==> src/rtl/reg_file_weight_dbuf.sv <==
// reg_file_weight_dbuf: double-buffered weight register file, shadow bank loads while active bank drives all_weight
module reg_file_weight_dbuf #(
    parameter int WIDTH = 32,
    parameter int N_REG = 31,
    parameter int LANES = 2,
    parameter int DESC  = 1
) (
    input  logic                   clk,
    input  logic                   rst_n,
    input  logic                   start,
    input  logic                   in_valid,
    output logic                   in_ready,
    input  logic [WIDTH*LANES-1:0] in_data,
    input  logic                   swap,
    output logic                   loading,
    output logic                   load_done,
    output logic                   active_bank,
    output logic [WIDTH*N_REG-1:0] all_weight
);
    localparam int BEATS = (N_REG + LANES - 1) / LANES;
    localparam int CW = $clog2(BEATS + 1);
    localparam int AW = N_REG > 1 ? $clog2(N_REG) : 1;
    localparam logic [1:0] IDLE = 2'd0, LOAD = 2'd1, FULL = 2'd2;
    logic [1:0] state;
    logic [CW-1:0] cnt;
    logic [WIDTH-1:0] bank [2][N_REG];
    logic [AW-1:0] wa [LANES];
    logic [LANES-1:0] wen;
    assign in_ready = state == LOAD;
    assign loading = state == LOAD;
    assign load_done = state == FULL;
    always_comb begin
        wen = '0;
        for (int k = 0; k < LANES; k++) begin
            wen[k] = int'(cnt) * LANES + (DESC != 0 ? LANES - 1 - k : k) < N_REG;
            wa[k] = AW'(DESC != 0 ? N_REG - 1 - int'(cnt) * LANES - (LANES - 1 - k) : int'(cnt) * LANES + k);
        end
    end
    always_ff @(posedge clk) begin
        if (!rst_n) begin
            state <= IDLE;
            cnt <= '0;
            active_bank <= 1'b0;
            for (int g = 0; g < N_REG; g++) begin
                bank[0][g] <= '0;
                bank[1][g] <= '0;
            end
        end else if (state == FULL && swap) begin
            active_bank <= ~active_bank;
            state <= IDLE;
        end else if (start) begin
            state <= LOAD;
            cnt <= '0;
            for (int g = 0; g < N_REG; g++) bank[~active_bank][g] <= '0;
        end else if (state == LOAD && in_valid) begin
            for (int k = 0; k < LANES; k++)
                if (wen[k]) bank[~active_bank][wa[k]] <= in_data[k*WIDTH +: WIDTH];
            cnt <= cnt == CW'(BEATS) ? cnt : cnt + 1'b1;
            if (cnt == CW'(BEATS - 1)) state <= FULL;
        end
    end
    always_comb begin
        all_weight = '0;
        for (int g = 0; g < N_REG; g++) all_weight[g*WIDTH +: WIDTH] = bank[active_bank][g];
    end
endmodule

==> config.mk <==
export PLATFORM = sky130hd
export DESIGN_NAME = reg_file_weight_dbuf
export DESIGN_NICKNAME = d
export VERILOG_FILES = /design/src/rtl/reg_file_weight_dbuf.sv
export SDC_FILE = /design/constraint.sdc
export NUM_CORES = 2
export LEC_CHECK = 0
export ABC_CLOCK_PERIOD_IN_PS = 8400
export BUFFER_PORTS_ARGS = -buffer_cell sky130_fd_sc_hd__buf_2
export CAP_MARGIN = 20
export CORE_MARGIN = 2
export CORE_UTILIZATION = 41
export DETAILED_ROUTE_END_ITERATION = 8
export SLEW_MARGIN = 30
export SYNTH_ARGS = -nofsm -noshare
export SYNTH_HDL_FRONTEND = slang
export SYNTH_SLANG_ARGS = --single-unit
==> constraint.sdc <==
create_clock -name clk -period 8.4 [get_ports clk]
set_input_delay 0.42 -clock clk [delete_from_list [all_inputs] [get_ports clk]]
set_output_delay 0.42 -clock clk [all_outputs]
set_load 0.01 [all_outputs]
### Word level (Yosys, flattened, before mapping)

Memories as Yosys holds them, arrays and structs flattened. A register that Yosys moved wholly into a read port is not among the register bits.
Cells that the tools add are included.

* bits in registers: 8
* bits in latches: 0
* RAM bits: 1984
* ROM bits: 0
* bits of input ports: 69
* logic and storage cells: 4037
* memories: 1

Memories
* bank: depth 2, bits a word 992, read ports 1, clocked after memory_dff 1, wr ports 2, RTL line 26 `logic [WIDTH-1:0] bank [2][N_REG];`

* $add $sub $neg: 4
* multiply operators: 0
* div/mod/pow operators: 0
* $lt $le $gt $ge: 6
* eq/ne operators: 5
* shift operators: 0
* muxes and demuxes: 2016
* bitwise logic cells: 1989
* reduce and logical (&&, ||, !) cells: 12

Operator list (count)
* 992-bit 2-to-1 mux: 4
* 1-bit 2-to-1 mux: 2005
* 1-bit bitwise OR: 1984
* 992-bit OR reduction: 1
* 32-bit demux with 5-bit select: 2
* 32-bit 2-to-1 mux: 2
* 32-bit by 6-bit less-than comparator with 1-bit output, second input constant: 1
* 5-bit 2-to-1 mux: 3
* 6-bit >= comparator, second input constant: 2
* 6-bit by 1-bit less-than comparator with 1-bit output, second input constant: 2
* 5-bit NOT with 6-bit output: 2
* 6-bit by 1-bit adder with 7-bit output, second input constant: 1
* 6-bit by 5-bit less-than comparator with 1-bit output, second input constant: 1
* 5-bit by 1-bit adder with 5-bit output, second input constant: 1
* 5-bit by 4-bit == test with 1-bit output, second input constant: 1
* 5-bit == test, second input constant: 1
* 5-bit by 2-bit subtractor with 5-bit output, second input constant: 1
* 5-bit subtractor, first input constant: 1
* 1-bit logical AND: 4
* 2-bit AND reduction: 2
* 2-bit nonzero test: 2
* 1-bit NOT: 3
* 3-bit AND reduction: 1
* 3-bit OR reduction: 1
* other kinds (4): 4

### Logic depth before layout (Yosys ltp)

* depth after elaboration: 12
* mapped depth: 9
* depth with buffers taken out: 6

### Least setup slack after synthesis

OpenSTA, ideal clock, no wires.

* kind: register -> register
* from: register cnt[0]
* to: memory bank[0][800] in the netlist's numbering (enable)
* setup time: 0.466 ns
* data arrival time: 4.144 ns
* required time: 7.934 ns
* setup slack: 3.790 ns
* cell stages (with the launch flop): 8
* cell sequence: dfxtp_1 -> clkbuf_1 -> inv_1 -> ha_1 -> nor4_1 -> nand2_1 -> clkbuf_1 -> o21ai_0

RTL lines
* from (decl): RTL line 25 `logic [CW-1:0] cnt;`
* from (signal assigned): RTL line 58 `cnt <= cnt == CW'(BEATS) ? cnt : cnt + 1'b1;`
* to (decl): RTL line 26

==> results.toml <==
[outcome]
status = "completed"

[sta]
fin_skew_ns = 0.0477
final.min_clock_period_ns = 4.31
finalSetupViolCount = 0
fin_crit_sh_pct = 51.4
drv_slew = 0
tightest_slew_ns = 1.04
hold_viol = 0
slew_headroom_pct = 30.4
rsz0062_at_grt = "false"
fmax_mhz = 232
hold_slack_ns = 0.0676
finalSetupTns_ns = 0

[clock_network]
cts-buffers-inserted = 209
clock_latency_ns = 0.87
cts_resized = 0
cts.sinks = 1993
tritoncts = "done"
cts.clk_slew.worst_paths_ns = 0.06
clockBufferDepth = 3
hold_buffers = 19
cts_root_buf = "clkbuf_16"
htreeDepth = 4
postCtsSetupRepairBufs = 0

[power]
combPwrFrac_pct = 7.4
p_int_mw = 17.2
seqPwrFrac_pct = 51.3
switchingPower_mw = 5.29
irDropWorstVdd_mv = 0.202
power.leakage_nw = 35.5
power.density_mw_per_mm2 = 223
power_mw = 22.5
switching_share_pct = 23.5
clkPwrFrac_pct = 41.3

[critical_path]
reg2reg_depth = 6
timing_worst_setup_path_type = "reg2out"
arrival_ns = 3.89
crit_fanout = 54
worstPathRequired_ns = 7.98
reg2reg_from = "cnt[0]$_SDFFE_PN0P_"
critPathCaptureType = "output pin"
start_kind = "flop"

[min_path]
hp-start = "in_data[28]"
min_path_cells = 3
hold_path_class = "in2reg"

[synth]
synth_fp_nets = 5881
synth_top_area_share_pct = 70.1
synth_cells = 5807
synth_top_cell_by_area = "edfxtp_1"
ys_warn_count = 0
synth_commonest_cells = "edfxtp_1 (1984), and2_1 (1027), mux2_2 (992)"
seq_area_frac_synth_pct = 70.3
ys_types = 46
synth_edf_count = 1984
avgSynthCellArea_um2 = 14.6
netlist_area_mm2 = 0.0850
synth_async_sr_flop_share_pct = 0
synth-seq-cells = 1993
yosysMostFrequentCell = "edfxtp_1"
ys.flop_type = "edfxtp_1"
synth_area_leaders = "edfxtp_1 (70%), mux2_2 (13%), and2_1 (7.6%), nor2_1 (3.5%), clkbuf_1 (2.0%)"

[die]
die_area_mm2 = 0.211
initial_utilization_pct = 41.1
core_mm2 = 0.207
rows = 167
fp.dieH_um = 459
pin_count = 1065
chipWidth_um = 459

[global_route]
grt_pass1_vias = 50700
grt_max_degree = 126
antenna_found_initial = 15
gr-total-overflow = 0
grt_first_pass_wirelength_um = 401000
grt_use_total_pct = 27.1

[routing]
wire_per_inst_um = 30.4
first_pass_iters = 6
drc = 0
first_iter_violations = 5682
viasPerCell = 5.45
ant_nets = 0
wl_um = 293000
route.vias.total = 52500

[place]
hpwlAfterDp_um = 193000
port_buffers = 1064
dp.cells = 9218
place_congestion = 0.838

[layout]
fin_nets = 6820
fin_util_pct = 48.9
area_delta_synth_final_pct = 19.0
stdcell_count = 9641
drive_gt1_share_pct = 37.9

[run]
cap_violations = 0
[sequential cells by signal (all words and copies together) (netlist names), named ones only]
register / cells
bank: 1984
active_bank: 1
state: 2
cnt: 5
[area by class of cell]
type                       count  area [um2]
fill                       17900      106000
antenna                       14        35.0
sequential                  1993       59800
timing repair buffer        1229        6910
tap                         2704        3380
inverter                       5        18.8
clock inverter               126        1370
multi-input combinational   3308       24200
clock buffer                 262        5450
[power by group through the flow]
| stage | Sequential (mW) | Clock [mW] | Combinational (mW) |
|---|---|---|---|
| 3_5_place_dp | 11.8 | 0 | 1.65 |
| 2_1_floorplan | 11.8 | 0 | 0.708 |
| 4_1_cts | 11.6 | 9.39 | 1.67 |
| 6_report | 11.6 | 9.28 | 1.66 |
| 5_1_grt | 11.6 | 9.76 | 1.72 |
| 3_3_place_gp | 11.7 | 0 | 1.65 |
[cell families after synthesis]
logic type | synth area share (%)
XOR/XNOR | 0.0515
multiplexers | 13.2
flip-flops | 70.3
buffers and inverters | 2.33
AO/OA/AOI/OAI | 0.487
AND/OR/NAND/NOR | 13.6
adder cells (fa/ha/maj) | 0.0736
[worst paths after layout]
check	endpoint	slack, ns
setup / recovery	all_weight[58]	4.09
setup reg to reg	bank[1][251]$_SDFFCE_PN0P_	4.27
hold / removal	bank[0][252]$_SDFFCE_PN0P_	0.07
hold reg to reg	cnt[4]$_SDFFE_PN0P_	0.54
[critical path: stages (launching register included)]
cell	delay, ns
dfxtp_4	0.70
buf_12	0.27
buf_4	0.52
buf_4	0.72
mux2_2	0.49
buf_2	0.18
[per-stage QoR]
step	setup slack, ns	cell area [um2]
finish	4.09	101000
global route	3.95	101000
CTS	3.85	101000
detailed placement	4.38	94000
global placement	4.23	93700
floorplan	3.79	85000
[routing by layer]
| layer | GRT usage [%] | vias to the layer above | wire (um) |
|---|---|---|---|
| li1 | - | 22600 | - |
| met4 | 11.6 | 2 | 13300 |
| met2 | 44.6 | 2544 | 141000 |
| met5 | 0 | - | 13 |
| met3 | 8.36 | 463 | 30100 |
| met1 | 33.0 | 26900 | 108000 |
[cell usage in the layout, fill, tap and decap left out, drive strengths merged, types with 3 or more instances in the layout]
master / synthesis / routed
clkbuf: 465 / 262
nand3b: 3 / 3
nand4: 7 / 7
inv: 5 / 13
clkinv: 0 / 92
and2: 1027 / 1027
dlygate4sd3: 0 / 19
nand2: 53 / 53
nand2b: 38 / 38
dfxtp: 9 / 9
ha: 5 / 5
clkinvlp: 0 / 5
nor3: 199 / 199
diode: 0 / 14
o21ai: 61 / 61
edfxtp: 1984 / 1984
nor2: 807 / 807
bufinv: 0 / 21
xnor2: 3 / 3
nor2b: 8 / 8
and3: 5 / 5
nand3: 74 / 74
buf: 36 / 1210
mux2: 992 / 992
No activity file was read; power rests on OpenSTA's default activity.
